<file path="src/rtl/mem_port_arbiter.sv">
// mem_port_arbiter: fixed-priority D > I > IO sharing of the unified RAM port; ARB_IO_STARVE_GUARD_EN adds an IO anti-starvation counter
module mem_port_arbiter #(
  parameter int ADDR_W       = 13,
  parameter int STARVE_LIMIT = 8
) (
  input  logic              clk,
  input  logic              rst,
  input  logic              i_req,
  input  logic [ADDR_W-1:0] i_addr,
  output logic              i_ack,
  output logic [31:0]       i_rdata,
  input  logic              d_req,
  input  logic              d_we,
  input  logic              d_half,
  input  logic              d_bsel,
  input  logic [ADDR_W-1:0] d_addr,
  input  logic [31:0]       d_wdata,
  output logic              d_ack,
  output logic [31:0]       d_rdata,
  input  logic              io_req,
  input  logic              io_we,
  input  logic [ADDR_W-1:0] io_addr,
  input  logic [31:0]       io_wdata,
  output logic              io_ack,
  output logic [31:0]       io_rdata,
  output logic              mem_we,
  output logic              mem_half,
  output logic              mem_bsel,
  output logic [ADDR_W-1:0] mem_addr,
  output logic [31:0]       mem_din,
  input  logic [31:0]       mem_dout
);
  typedef enum logic [1:0] {IDLE, ISSUE, CAPTURE, ACK} state_t;
  typedef enum logic [1:0] {G_NONE, G_D, G_I, G_IO} gnt_t;
  state_t            state, state_nxt;
  gnt_t              gnt, gnt_nxt, win;
  logic              grant, io_force, w_we, w_half, w_bsel;
  logic [ADDR_W-1:0] w_addr;
  logic [31:0]       w_din;
`ifdef ARB_IO_STARVE_GUARD_EN
  localparam int CW = $clog2(STARVE_LIMIT + 1);
  logic [CW-1:0] starve;
  logic          starve_full;
  assign starve_full = 32'(starve) >= 32'(STARVE_LIMIT);
  assign io_force    = io_req && starve_full;
  // count IO arbitration losses, saturating; cleared when IO wins or stops asking
  always_ff @(posedge clk)
    if (rst) starve <= '0;
    else if (state == IDLE)
      starve <= (!io_req || win == G_IO) ? '0 : starve_full ? starve : starve + CW'(1);
`else
  assign io_force = 1'b0;
`endif
  // state and grant registers
  always_ff @(posedge clk)
    if (rst) begin
      state <= IDLE;
      gnt   <= G_NONE;
    end else begin
      state <= state_nxt;
      gnt   <= gnt_nxt;
    end
  // winner selection and next-state sequencing
  always_comb begin
    win       = io_force ? G_IO : d_req ? G_D : i_req ? G_I : io_req ? G_IO : G_NONE;
    grant     = state == IDLE && win != G_NONE;
    w_addr    = win == G_D ? d_addr : win == G_I ? i_addr : io_addr;
    w_we      = win == G_D ? d_we : win == G_IO && io_we;
    w_half    = win == G_D && d_half;
    w_bsel    = win == G_D && d_bsel;
    w_din     = win == G_D ? d_wdata : win == G_IO ? io_wdata : '0;
    gnt_nxt   = state == IDLE ? win : state == ACK ? G_NONE : gnt;
    state_nxt = state;
    case (state)
      IDLE:    state_nxt = grant ? ISSUE : IDLE;
      ISSUE:   state_nxt = mem_we ? ACK : CAPTURE;
      CAPTURE: state_nxt = ACK;
      ACK:     state_nxt = IDLE;
    endcase
  end
  // RAM port registers: loaded on grant, write enable lives only through ISSUE
  always_ff @(posedge clk)
    if (rst) begin
      mem_we   <= 1'b0;
      mem_half <= 1'b0;
      mem_bsel <= 1'b0;
      mem_addr <= '0;
      mem_din  <= '0;
    end else begin
      mem_we <= grant && w_we;
      if (grant) begin
        mem_half <= w_half;
        mem_bsel <= w_bsel;
        mem_addr <= w_addr;
        mem_din  <= w_din;
      end
    end
  // capture registered RAM data into the winner's read-data holding register
  always_ff @(posedge clk)
    if (rst) begin
      d_rdata  <= '0;
      i_rdata  <= '0;
      io_rdata <= '0;
    end else if (state == CAPTURE) begin
      if (gnt == G_D) d_rdata <= mem_dout;
      if (gnt == G_I) i_rdata <= mem_dout;
      if (gnt == G_IO) io_rdata <= mem_dout;
    end
  // one-cycle ack to the granted requester
  always_comb begin
    d_ack  = state == ACK && gnt == G_D;
    i_ack  = state == ACK && gnt == G_I;
    io_ack = state == ACK && gnt == G_IO;
  end
endmodule

</file>
<file path="config.mk">
export PLATFORM = sky130hd
export DESIGN_NAME = mem_port_arbiter
export DESIGN_NICKNAME = d
export VERILOG_FILES = /design/src/rtl/mem_port_arbiter.sv
export SDC_FILE = /design/constraint.sdc
export NUM_CORES = 1
export LEC_CHECK = 0
export ABC_CLOCK_PERIOD_IN_PS = 3900
export CORE_MARGIN = 4
export CORE_UTILIZATION = 38
export CTS_CLUSTER_DIAMETER = 40
export DETAILED_ROUTE_END_ITERATION = 16
export PLACE_DENSITY = 0.73
export SETUP_SLACK_MARGIN = 0.15
export SLEW_MARGIN = 40
export SYNTH_ARGS = -nofsm -noshare
export SYNTH_HDL_FRONTEND = slang
export SYNTH_SLANG_ARGS = --single-unit
</file>
<file path="constraint.sdc">
create_clock -name clk -period 3.9 [get_ports clk]
set_input_delay 0.585 -clock clk [delete_from_list [all_inputs] [get_ports clk]]
set_output_delay 0.585 -clock clk [all_outputs]
set_load 0.01 [all_outputs]
</file>
==> results.cfg, run 1 <==
[status]
status = finished, final reports clean

[pwr]
ir_drop_mv = 0.3166
p_leak_nw = 3.196
seq_power_share = 0.395
combPwrFrac = 0.225
power_mw = 4.510
switchingPower_mw = 1.224
switching_share = 0.2713
clockPowerShare = 0.380
powerDensity_nw_per_um2 = 486.4
p_int_mw = 3.286

[routing]
drc_errors = 0
ant_nets = 0
routedWlPerCell_microns = 17.46
viasPerCell = 4.965
drt_iter0_markers = 318
firstDrtPassIters = 4
vias = 5427
routed_wirelength_microns = 19090

[floorplanning]
dieHeight_microns = 130.1
io_pins = 291
die_x_microns = 130.1
initial_core_util = 0.3885
core_area_sq_um = 14590
die-area_sq_um = 16930
placementRows = 44

[clocking]
clk_pin_slew_ns = 0.06
cts_sinks = 148
cts_htree_levels = 4
hold_buffers = 0
cts-root-buf = clkbuf_16
postCtsResizedCells = 0
cts_buffer_depth = 2
cts_made_buffers = 17
cts_tree = done
worst_skew_pair.late_latency_ns = 0.42
post_cts.repair.setup_buffers = 0

[sta]
fin_setup_tns_ns = 0
fmax_mhz = 436.7
rsz0062_at_grt = no
tightest_slew_ns = 0.7851
maxSlewHeadroom = 0.4766
finalHoldViolations = 0
maxSlewViolCount = 0
finClkSkew_ns = 0.006624
fin_crit_sh = 0.5871
setup_violations = 0
min_period_ns = 2.290
layout_setup_ws_ns = 1.610

[yosys]
yosysUniqueCellTypes = 27
synth_nets = 779
yosysSeqAreaShare = 0.5227
yosysTopAreaCell = dfxtp_1
yosys_warnings = 0
synthTopCellsByArea = dfxtp_1 52%, nand2_1 13%, a21oi_1 8.7%
postSynthAreaPerCell_sq_um = 8.982
synth_top_area_share = 0.5227
postSynthCellCount = 631
syn_area_sq_um = 5668
synth-seq-cells = 148

[global_route]
grt_pass1_wl_microns = 28790
gr-total-overflow = 0
track_usage = 0.2204
antenna_found_initial = 0
grt_pass1_vias = 5353
grt_start_max_net_pins = 102

[placement]
port_buffers = 290
dp_hpwl_microns = 13800
dpl_worst_slack_ns = 1.401
place_congestion = 0.8309

[critical_path]
critPathTopFamily = buffers and inverters
end_kind = output port
critical_path_buf_inv_count = 1
cp_cell_sequence = ha_1 -> nand2_1 -> nor2_1 -> clkdlybuf4s50_1
crit_type = reg -> out
critical_path.startpoint_type = register
cp_slowest_cell = clkdlybuf4s50_1
crit_path_max_incr_delay_ns = 0.58
crit_arrival_ns = 1.70
crit_fanout = 3
cp.required_ns = 3.31

[finish]
drive_gt1_frac = 0.07811
antennaDiodeCount = 0
nNetsFinal = 1045
syn2layout_area_growth_pct = 63.58
layout_common_cells = 288 x clkdlybuf4s50_1, 195 x nand2_1, 148 x dfxtp_1
final_common_cell = clkdlybuf4s50_1

[worst_hold_path]
min_path_type = reg -> reg

[run]
max-cap-violations = 0
==> through the flow <==
step	instance area (sq um)	instances	util	hold slack, ns
final	9271	1093	0.6355	0.4511
after global routing	9271	1093	0.6355	0.4662
after CTS	9271	1093	0.6355	0.4539
after detailed placement	8648	1062	0.5928	0.4453
after global placement	8645	1062	0.5925	0.4414
after floorplan	5668	631	-	0.4805
==> worst min-delay path, cell delays in order (launching register included) <==
cell	delay, ns
dfxtp_1	0.30
nand2_1	0.05
a21oi_1	0.05
==> routing by layer <==
| metal | GRT usage | share of wire |
|---|---|---|
| met1 | 0.2508 | 0.39 |
| met4 | 0.1033 | 0.030 |
| met2 | 0.3721 | 0.50 |
| met5 | 0 | 0 |
| met3 | 0.07450 | 0.085 |
==> registers in the layout, summed over array words and instances, names as in the netlist <==
signal and count:
d_rdata 32, mem_we 1, io_rdata 32, i_rdata 32, state 2, mem_bsel 1
mem_addr 13, mem_half 1, gnt 2, mem_din 32
==> power by group through the flow <==
stage	combinational, mW	clock, mW	sequential [mW]
after floorplan	0.430	0	1.85
after global placement	1.02	0	1.81
after detailed placement	1.03	0	1.81
after CTS	1.03	1.75	1.78
after global routing	1.09	1.81	1.80
final	1.02	1.71	1.78
==> synthesized netlist by cell type <==
master,n
nor2_1,3
or3_4,1
a22oi_1,33
nand2_1,196
o21ai_0,1
o2bb2ai_1,35
nor2b_1,4
buf_6,5
mux2_2,13
nand3_1,1
ha_1,4
clkbuf_1,33
inv_1,2
nand3b_1,2
o31ai_1,1
o211ai_1,1
dfxtp_1,148
and3_1,2
and3b_1,3
nor3b_2,1
buf_4,1
a21oi_2,1
o2bb2ai_2,10
a21oi_1,99
buf_2,16
a32o_1,2
mux2i_1,13
==> path summary, 6_finish.rpt <==
| kind | startpoint | end | slack [ns] | cells after the start |
|---|---|---|---|---|
| worst max-delay path | state[0] | d_ack | 1.61 | 4 |
| worst max register to register | state[0] | mem_addr[11] | 1.86 | 6 |
| worst min-delay path | i_rdata[24] | i_rdata[24] | 0.45 | 2 |
| worst min register to register | i_rdata[24] | i_rdata[24] | 0.45 | 2 |
==> layout make-up <==
cell class              count  area, sq um
fillers                  1248         5318
repair buffers            302         3002
flip-flops and latches    148         2963
multi-input cells         426         2446
clock buffers              19        442.9
well taps                 184        230.2
clock inverters            12        180.2
inverters                   2        7.507
==> kinds of logic (layout without fill, tap and decap cells) <==
logic type,Yosys count,count (layout),synth area share
mux,26,26,0.04878
buf+inv,57,335,0.04857
compound gates,183,183,0.2203
flops,148,148,0.5227
simple gates,213,213,0.1508
fa+ha+maj,4,4,0.008830
Note: power is estimated with default switching activity, not from simulation.
==> run 2, diff against run 1 <==
--- a/config.mk
+++ b/config.mk
@@ -5,9 +5,9 @@
 export SDC_FILE = /design/constraint.sdc
 export NUM_CORES = 1
 export LEC_CHECK = 0
-export ABC_CLOCK_PERIOD_IN_PS = 3900
+export ABC_CLOCK_PERIOD_IN_PS = 2000
 export CORE_MARGIN = 4
-export CORE_UTILIZATION = 38
+export CORE_UTILIZATION = 36
 export CTS_CLUSTER_DIAMETER = 40
 export DETAILED_ROUTE_END_ITERATION = 16
 export PLACE_DENSITY = 0.73
==> constraint.sdc (replaced) <==
create_clock -name clk -period 2 [get_ports clk]
set_input_delay 0.3 -clock clk [delete_from_list [all_inputs] [get_ports clk]]
set_output_delay 0.3 -clock clk [all_outputs]
set_load 0.01 [all_outputs]
==> results.cfg, run 2 (same netlist as run 1, synthesis figures left out) <==
[status]
status = finished, final reports clean

[placement]
dp_hpwl_microns = 14300
place_congestion = 0.7963
placed_area_sq_um = 8823
port_buffers = 290

[sta]
fmax_mhz = 577.6
rsz0062_at_grt = no
maxSlewViolCount = 0
maxSlewHeadroom = 0.6120
finalHoldViolations = 0
holdWs_ns = 0.3724
fin_crit_sh = 0.8657
fin_setup_tns_ns = 0
min_period_ns = 1.731
finClkSkew_ns = 0.01236
setup_violations = 0
tightest_slew_ns = 0.5821

[global_route]
met3_usage = 0.07137
use_met1 = 0.2434
grt_use_met2 = 0.3668
grt_start_max_net_pins = 55
antenna_found_initial = 0
grt_pass1_wl_microns = 29990
gr-total-overflow = 0
grt_pass1_vias = 5545
track_usage = 0.2127
grt.busiest_layer = met2

[clocking]
cts_made_buffers = 17
post_cts.repair.setup_buffers = 0
cts_sinks = 148
cts_htree_levels = 4
cts-root-buf = clkbuf_16
clk_pin_slew_ns = 0.06
cts_buffer_depth = 2
worst_skew_pair.late_latency_ns = 0.42
cts_tree = done

[routing]
drc_errors = 0
vias = 5450
drt_iter0_markers = 277
ant_nets = 0
viasPerCell = 4.814
routedWlPerCell_microns = 17.15
routed_wirelength_microns = 19420
firstDrtPassIters = 4

[pwr]
p_leak_nw = 3.294
power_mw = 9.031
switching_share = 0.2736
ir_drop_mv = 0.5734
clockPowerShare = 0.383
powerDensity_nw_per_um2 = 953.6
p_int_mw = 6.560
seq_power_share = 0.384
combPwrFrac = 0.233
switchingPower_mw = 2.471

[critical_path]
critical_path.startpoint_type = register
crit_fanout = 3
end_kind = output port
crit_type = reg -> out
reg2reg_depth = 6
cp.required_ns = 1.70
crit_arrival_ns = 1.43

[finish]
fin_area_sq_um = 9470
nNetsFinal = 1056
layout_common_cells = 285 x clkdlybuf4s50_1, 195 x nand2_1, 148 x dfxtp_1
antennaDiodeCount = 0
syn2layout_area_growth_pct = 67.09
fill_cells = 1342
drive_gt1_frac = 0.09121
final_common_cell = clkdlybuf4s50_1

[floorplanning]
die_x_microns = 133.5
die-area_sq_um = 17820
placementRows = 45
dieHeight_microns = 133.5
io_pins = 291
initial_core_util = 0.3701
core_area_sq_um = 15310

[run]
max-cap-violations = 0

[worst_hold_path]
min_path_type = in -> reg
whs_path_depth = 4
[run 2: changes by cell type in the layout (fill, tap and decap cells not counted), moves of 2 or more]
cell             previous run  this run
buf_12                      1         6
buf_4                      11        18
clkdlybuf4s50_1           288       285
clkinv_2                    2         0
dlygate4sd2_1               0         3
[run 2: layout make-up]
type / instances / area (sq um) / area share
Sequential cell: 148 / 2963 / 0.3129
Clock inverter: 13 / 197.7 / 0.02087
Timing Repair Buffer: 313 / 3139 / 0.3315
Inverter: 2 / 7.507 / 0.0007927
Clock buffer: 19 / 452.9 / 0.04783
Tap cell: 211 / 264.0 / 0.02788
Multi-Input combinational cell: 426 / 2446 / 0.2583
[run 2: stage by stage]
step	utilization	worst slack [ns]	cells
after floorplan	-	0.5745	631
after global placement	0.5761	0.1953	1100
after detailed placement	0.5761	0.1301	1100
after CTS	0.6184	0.2279	1132
after global routing	0.6184	0.1705	1132
final	0.6184	0.2686	1132
[run 2: power groups by stage]
stage / combinational [mW] / clock, mW / sequential [mW]
6_report: 2.10 / 3.46 / 3.47
5_1_grt: 2.25 / 3.65 / 3.52
4_1_cts: 2.13 / 3.52 / 3.48
3_5_place_dp: 2.12 / 0 / 3.53
3_3_place_gp: 2.11 / 0 / 3.54
2_1_floorplan: 0.838 / 0 / 3.60
[run 2: final timing paths]
check | startpoint | to | slack [ns]
worst max register to register | state[0] | io_rdata[29] | 0.50
worst max-delay path | state[0] | io_ack | 0.27
worst min-delay path | rst | mem_addr[5] | 0.37
worst min register to register | d_rdata[15] | d_rdata[15] | 0.45
[run 2: what timing repair did]
| item | CTS | global route |
|---|---|---|
| hold endpoints to repair | 0 | 0 |
| hold buffers | 0 | 0 |
| gates resized for setup | 3 | 0 |
| endpoints found under the setup margin | 3 | 0 |
[run 2: per-layer routing]
metal	part of all wire	vias to the layer above
met4	0.023	0
met3	0.081	25
met5	0	-
met2	0.51	206
li1	-	2737
met1	0.39	2482
[run 2: critical path, cell delays in order, from the launching register on]
cell and delay [ns]:
dfxtp_1 0.33, ha_1 0.22, and3_1 0.18, dlygate4sd2_1 0.30
